--- config.mk ---
export PLATFORM = sky130hd
export DESIGN_NAME = cpu_trace_buffer
export DESIGN_NICKNAME = d
export VERILOG_FILES = /design/src/rtl/trace_pkg.sv /design/src/rtl/trace_ram.sv /design/src/rtl/cpu_trace_buffer.sv
export SDC_FILE = /design/constraint.sdc
export NUM_CORES = 2
export LEC_CHECK = 0
export ABC_AREA = 1
export CAP_MARGIN = 20
export CORE_UTILIZATION = 40
export CTS_CLUSTER_SIZE = 16
export DETAILED_ROUTE_END_ITERATION = 16
export SLEW_MARGIN = 20
export SYNTH_ARGS = -nofsm -noshare
export SYNTH_HDL_FRONTEND = slang
export SYNTH_MEMORY_MAX_BITS = 65536
export SYNTH_SLANG_ARGS = --single-unit
--- constraint.sdc ---
create_clock -name clk -period 6.1 [get_ports clk]
set_clock_uncertainty 0.2 [all_clocks]
set_input_delay 0.915 -clock clk [delete_from_list [all_inputs] [get_ports clk]]
set_output_delay 0.915 -clock clk [all_outputs]
set_load 0.02 [all_outputs]
--- src/rtl/trace_pkg.sv ---
// Shared types and constants for the core trace capture block.
package trace_pkg;

  // Capture controller states
  typedef enum logic [1:0] {
    ST_IDLE  = 2'd0,
    ST_ARMED = 2'd1,
    ST_POST  = 2'd2,
    ST_DUMP  = 2'd3
  } trace_state_e;

  // Trigger source select codes
  localparam logic [1:0] TRIG_NOW  = 2'd0;
  localparam logic [1:0] TRIG_PC   = 2'd1;
  localparam logic [1:0] TRIG_MEMW = 2'd2;
  localparam logic [1:0] TRIG_EXT  = 2'd3;

  // Width of one trace entry {state, PC, Instr}
  function automatic int unsigned ENTRY_W(input int unsigned state_w, input int unsigned data_w);
    return state_w + 2 * data_w;
  endfunction

endpackage

--- src/rtl/trace_ram.sv ---
// Trace storage: one synchronous write port, one asynchronous read port, no reset.
module trace_ram #(
  parameter int unsigned DEPTH = 64,
  parameter int unsigned WIDTH = 68
) (
  input  logic                       clk,
  input  logic                       i_we,
  input  logic [$clog2(DEPTH)-1:0]   i_waddr,
  input  logic [WIDTH-1:0]           i_wdata,
  input  logic [$clog2(DEPTH)-1:0]   i_raddr,
  output logic [WIDTH-1:0]           o_rdata
);

  logic [WIDTH-1:0] r_mem [DEPTH];

  // Write one entry per sample
  always_ff @(posedge clk) begin
    if (i_we) r_mem[i_waddr] <= i_wdata;
  end

  assign o_rdata = r_mem[i_raddr];

endmodule

--- src/rtl/cpu_trace_buffer.sv ---
// Circular trace capture of {state, PC, Instr} with trigger, post-trigger window
// and oldest-first valid/ready readout.
module cpu_trace_buffer
  import trace_pkg::*;
#(
  parameter int unsigned DATA_W  = 32,
  parameter int unsigned STATE_W = 4,
  parameter int unsigned DEPTH   = 64,
  parameter int unsigned CNT_W   = $clog2(DEPTH + 1)
) (
  input  logic                        clk,
  input  logic                        reset,
  input  logic                        arm,
  input  logic                        mode,
  input  logic [1:0]                  trig_sel,
  input  logic [DATA_W-1:0]           trig_val,
  input  logic                        trig_in,
  input  logic [CNT_W-1:0]            post_cnt,
  input  logic [DATA_W-1:0]           PC,
  input  logic [DATA_W-1:0]           Instr,
  input  logic [STATE_W-1:0]          state,
  input  logic                        IRWrite,
  input  logic                        MemWrite,
  input  logic [DATA_W-1:0]           Adr,
  output logic                        out_valid,
  input  logic                        out_ready,
  output logic [STATE_W+2*DATA_W-1:0] out_data,
  output logic                        out_last,
  output logic                        busy,
  output logic                        triggered,
  output logic [CNT_W-1:0]            count
);

  localparam int unsigned AW  = $clog2(DEPTH);
  localparam int unsigned EW  = ENTRY_W(STATE_W, DATA_W);

  trace_state_e      r_fsm;
  logic [AW-1:0]     r_wr_ptr;
  logic [AW-1:0]     r_rd_ptr;
  logic [CNT_W-1:0]  r_count;
  logic [CNT_W-1:0]  r_remaining;
  logic [CNT_W-1:0]  r_cnt_left;
  logic              r_triggered;
  logic              r_mode_q;
  logic [1:0]        r_sel_q;
  logic [DATA_W-1:0] r_val_q;
  logic              r_out_valid;
  logic              r_out_last;
  logic              r_busy;

  logic              w_capturing;
  logic              w_sample;
  logic              w_trig_hit;
  logic              w_enter_dump;
  logic              w_arm_ok;
  logic [AW-1:0]     w_wr_ptr_inc;
  logic [CNT_W-1:0]  w_count_inc;
  logic [CNT_W-1:0]  w_post_clamp;
  logic [EW-1:0]     w_rd_data;

  // Sample only while capturing; an arm cycle never samples
  assign w_arm_ok     = arm && (r_fsm != ST_DUMP);
  assign w_capturing  = (r_fsm == ST_ARMED) || (r_fsm == ST_POST);
  assign w_sample     = w_capturing && (r_mode_q ? IRWrite : 1'b1) && !arm;
  assign w_wr_ptr_inc = r_wr_ptr + AW'(1);
  assign w_count_inc  = (r_count == CNT_W'(DEPTH)) ? r_count : r_count + CNT_W'(1);
  // Clamp keeps the trigger sample from being overwritten by the post window
  assign w_post_clamp = (post_cnt > CNT_W'(DEPTH - 1)) ? CNT_W'(DEPTH - 1) : post_cnt;
  assign w_enter_dump = w_sample &&
                        (((r_fsm == ST_ARMED) && w_trig_hit && (r_remaining == '0)) ||
                         ((r_fsm == ST_POST) && (r_remaining == CNT_W'(1))));

  // Trigger match against the live core signals
  always_comb begin
    w_trig_hit = 1'b0;
    case (r_sel_q)
      TRIG_NOW:  w_trig_hit = 1'b1;
      TRIG_PC:   w_trig_hit = (PC == r_val_q);
      TRIG_MEMW: w_trig_hit = MemWrite && (Adr == r_val_q);
      TRIG_EXT:  w_trig_hit = trig_in;
      default:   w_trig_hit = 1'b0;
    endcase
  end

  // Capture controller, pointers and registered status outputs
  always_ff @(posedge clk or posedge reset) begin
    if (reset) begin
      r_fsm       <= ST_IDLE;
      r_wr_ptr    <= '0;
      r_rd_ptr    <= '0;
      r_count     <= '0;
      r_remaining <= '0;
      r_cnt_left  <= '0;
      r_triggered <= 1'b0;
      r_mode_q    <= 1'b0;
      r_sel_q     <= '0;
      r_val_q     <= '0;
      r_out_valid <= 1'b0;
      r_out_last  <= 1'b0;
      r_busy      <= 1'b0;
    end else if (w_arm_ok) begin
      r_fsm       <= ST_ARMED;
      r_wr_ptr    <= '0;
      r_count     <= '0;
      r_triggered <= 1'b0;
      r_mode_q    <= mode;
      r_sel_q     <= trig_sel;
      r_val_q     <= trig_val;
      r_remaining <= w_post_clamp;
      r_busy      <= 1'b1;
      r_out_valid <= 1'b0;
      r_out_last  <= 1'b0;
    end else begin
      if (w_sample) begin
        r_wr_ptr <= w_wr_ptr_inc;
        r_count  <= w_count_inc;
      end
      case (r_fsm)
        ST_ARMED: begin
          if (w_sample && w_trig_hit) begin
            r_triggered <= 1'b1;
            if (r_remaining != '0) r_fsm <= ST_POST;
          end
        end
        ST_POST: begin
          if (w_sample) r_remaining <= r_remaining - CNT_W'(1);
        end
        ST_DUMP: begin
          if (out_ready) begin
            r_rd_ptr   <= r_rd_ptr + AW'(1);
            r_cnt_left <= r_cnt_left - CNT_W'(1);
            r_out_last <= (r_cnt_left == CNT_W'(2));
            if (r_cnt_left == CNT_W'(1)) begin
              r_fsm       <= ST_IDLE;
              r_out_valid <= 1'b0;
              r_out_last  <= 1'b0;
            end
          end
        end
        default: ;
      endcase
      if (w_enter_dump) begin
        r_fsm       <= ST_DUMP;
        r_busy      <= 1'b0;
        r_out_valid <= 1'b1;
        r_out_last  <= (w_count_inc == CNT_W'(1));
        r_cnt_left  <= w_count_inc;
        r_rd_ptr    <= (w_count_inc < CNT_W'(DEPTH)) ? '0 : w_wr_ptr_inc;
      end
    end
  end

  trace_ram #(
    .DEPTH (DEPTH),
    .WIDTH (EW)
  ) u_ram (
    .clk     (clk),
    .i_we    (w_sample),
    .i_waddr (r_wr_ptr),
    .i_wdata ({state, PC, Instr}),
    .i_raddr (r_rd_ptr),
    .o_rdata (w_rd_data)
  );

  assign out_valid = r_out_valid;
  assign out_data  = r_out_valid ? w_rd_data : '0;
  assign out_last  = r_out_last;
  assign busy      = r_busy;
  assign triggered = r_triggered;
  assign count     = r_count;

endmodule

==> flow_summary.json <==
{
  "status": "completed",
  "setup-violations-final": 0,
  "syn_avg_cell_area_sq_um": 13.4,
  "ant_nets": 0,
  "synth_warnings": 0,
  "cp.required_ps": 4980,
  "wl_met1_mm": 227,
  "clock_latency_ps": 990,
  "hpwlAfterDp_mm": 298,
  "crit_path_cell_trace": "buf_12, o21ai_0, o22ai_1, o21ai_0, o22ai_1, nand2_1, nand3_1, nand2_1, a21oi_2, buf_4, clkdlybuf4s50_1",
  "area_growth_pct": 14.2,
  "clk_pin_slew_worst_paths_ps": 60,
  "critPathLaunchType": "register",
  "synth_cell_types": 34,
  "htreeDepth": 5,
  "synth-async-reset-ratio": 0.0167,
  "ys_seq_area_frac": 0.765,
  "gr-total-overflow": 0,
  "yosys.area.top_type": "edfxtp_1",
  "top_layer_used": "met5",
  "rows": 241,
  "first_pass_iters": 6,
  "yosysMostFrequentCell": "edfxtp_1",
  "cp_slowest_cell": "dfrtp_4",
  "start_util": 0.402,
  "die_w_microns": 660,
  "grt_start_max_net_pins": 190,
  "power_density_nw_per_um2": 446,
  "arrival_ps": 4890,
  "syn-num-nets": 13141,
  "finalCritPeriodShare": 0.984,
  "antenna_found_initial": 47,
  "numCtsBuffers": 437,
  "ys_ff_latch": 4426,
  "core_area_sq_um": 431000,
  "drc_errors": 0,
  "netlist_area_sq_um": 173000,
  "hold_buffers": 0,
  "post_drt_wl_per_cell_microns": 30.0,
  "io_pins": 228,
  "max-vdd-ir-drop_mv": 0.733,
  "slew_headroom": 0.218,
  "final_layout_size_suffix_gt1_frac": 0.0891,
  "final_nets": 13272,
  "dieArea_sq_um": 436000,
  "holdWs_ps": 42.2,
  "critPathMaxStageDelay_ps": 700,
  "cts_sinks": 4426,
  "post-route-util": 0.459,
  "netlist_instances": 12979,
  "max_freq_ghz": 0.167,
  "tightest_slew_ps": 1170,
  "cts-root-buf": "clkbuf_16",
  "via_per_inst": 6.01,
  "met2_length_mm": 262,
  "critPathKind": "register to output port",
  "cts_max_path_buffers": 4,
  "gp_congestion": 0.820,
  "total_power_uw": 88300,
  "vias": 115451,
  "track_usage": 0.255,
  "slew_viol_final": 0,
  "maxCapViolCount": 0,
  "met3_length_mm": 63.0,
  "yosys-top-cells-area": "edfxtp_1, o21ai_0, nor2_1",
  "grt_pass1_wl_mm": 802,
  "hold_viol": 0,
  "io_buffers": 227,
  "drt-initial-drc-count": 16796,
  "hold_class": "input port to register",
  "end_kind": "output port",
  "tns_ps": 0,
  "synth_top_area_frac": 0.754,
  "synth_flop_cell": "edfxtp_1",
  "layout_min_cycle_time_ps": 6000,
  "leakage_uw": 0.0627,
  "synth_enable_flop_cells": 4352,
  "grt_pass1_vias": 108188,
  "die_y_microns": 660,
  "cts_tree": "done",
  "rsz0062_at_grt": "no",
  "ys_top_cells_by_count": "edfxtp_1, nor2_1, o21ai_0",
  "cp_max_fo": 189,
  "wirelength_mm": 576
}
-- repair_timing --
action	CTS	global route
gates resized for setup	13	10
setup buffers	0	1
endpoints found under the setup margin	13	10
cloned	2	2
pin swaps	0	1
-- logic make-up after synthesis --
kind of cell    after synthesis  share of synthesized area
compound gates             4048                      0.132
xor+xnor                     46                    0.00232
fa+ha+maj                    13                   0.000939
buf+inv                    1062                     0.0256
flops                      4426                      0.765
simple gates               3384                     0.0746
-- per-stage QoR --
step / std cells / instance area (sq um) / worst slack (ps)
floorplan: 12979 / 173000 / 377
global placement: 18373 / 184000 / 442
detailed placement: 18375 / 184000 / 692
CTS: 19178 / 198000 / 27.8
global route: 19195 / 198000 / 13.8
finish: 19221 / 198000 / 99.3
-- where the power goes --
group | switching (uW) | total (uW) | leakage (uW) | internal [uW]
logic | 19700 | 27900 | 0.0160 | 8210
clock network | 11600 | 26100 | 0.00665 | 14500
registers | 485 | 34300 | 0.0400 | 33800
-- sequential cells by signal, summed over array words and instances (netlist names) --
register     cells
u_ram.r_mem   4352
r_val_q         32
count            7
r_cnt_left       7
r_remaining      7
r_rd_ptr         6
r_wr_ptr         6
r_fsm            2
r_sel_q          2
busy             1
out_last         1
out_valid        1
r_mode_q         1
triggered        1
-- final cells by class --
| cell class | count | area (sq um) |
|---|---|---|
| well taps | 5710 | 7140 |
| inverters | 110 | 469 |
| clock buffers | 535 | 11400 |
| clock inverters | 267 | 2250 |
| fillers | 37930 | 233000 |
| multi-input cells | 7492 | 36900 |
| repair buffers | 643 | 7130 |
| flip-flops and latches | 4426 | 133000 |
| diodes | 38 | 95.1 |
-- per-layer routing --
metal | vias to the layer above | track usage
met3 | 1026 | 0.0558
met2 | 6622 | 0.397
met5 | - | 0
met4 | 28 | 0.102
met1 | 58601 | 0.348
li1 | 49174 | -
-- final timing paths --
kind                                startpoint                   to  slack, ps  cells after the start
worst max-delay path               r_rd_ptr[0]         out_data[27]        100                     11
worst min-delay path                    PC[14]  u_ram.r_mem[14][46]         40                      1
worst max register to register        r_fsm[0]  u_ram.r_mem[50][33]       1330                      9
worst min register to register  r_remaining[6]       r_remaining[6]        290                      2
max in group asynchronous                reset          r_rd_ptr[2]       4500                      3
min in group asynchronous                reset          r_val_q[18]        150                      2
-- worst max-delay path, delay by kind of cell, from the launching register on --
kind | cells | cell delay [ps]
AOI/OAI and AO/OA | 5 | 1080
buffers and inverters | 3 | 1370
and+or+nand+nor | 3 | 360
DFF | 1 | 700
-- placed cells by master (no fill, tap or decap), types with 7 or more instances in the layout --
| cell | synthesis | routed |
|---|---|---|
| edfxtp_1 | 4352 | 4352 |
| nor2_1 | 2314 | 2249 |
| o21ai_0 | 1960 | 1960 |
| o22ai_1 | 1113 | 1113 |
| nand2_1 | 915 | 914 |
| clkbuf_16 | 0 | 441 |
| a21oi_1 | 343 | 336 |
| o221ai_1 | 302 | 302 |
| buf_4 | 16 | 301 |
| o21ai_1 | 297 | 297 |
| buf_12 | 0 | 150 |
| nand3_1 | 128 | 128 |
| clkinv_1 | 1 | 124 |
| clkdlybuf4s50_1 | 0 | 121 |
| inv_1 | 106 | 102 |
| clkbuf_1 | 601 | 94 |
| clkinv_2 | 0 | 80 |
| dfrtp_1 | 74 | 67 |
| nor2_4 | 0 | 65 |
| buf_2 | 289 | 53 |
| diode_2 | 0 | 38 |
| xnor2_1 | 29 | 29 |
| bufinv_16 | 0 | 29 |
| a31oi_1 | 20 | 20 |
| xor2_1 | 17 | 17 |
| ha_1 | 13 | 13 |
| nor3_1 | 10 | 10 |
| clkinvlp_4 | 0 | 10 |
| nand4_1 | 9 | 9 |
| buf_16 | 0 | 8 |
| inv_16 | 0 | 7 |
| dfrtp_4 | 0 | 7 |
Note: power is estimated with default switching activity, not from simulation.
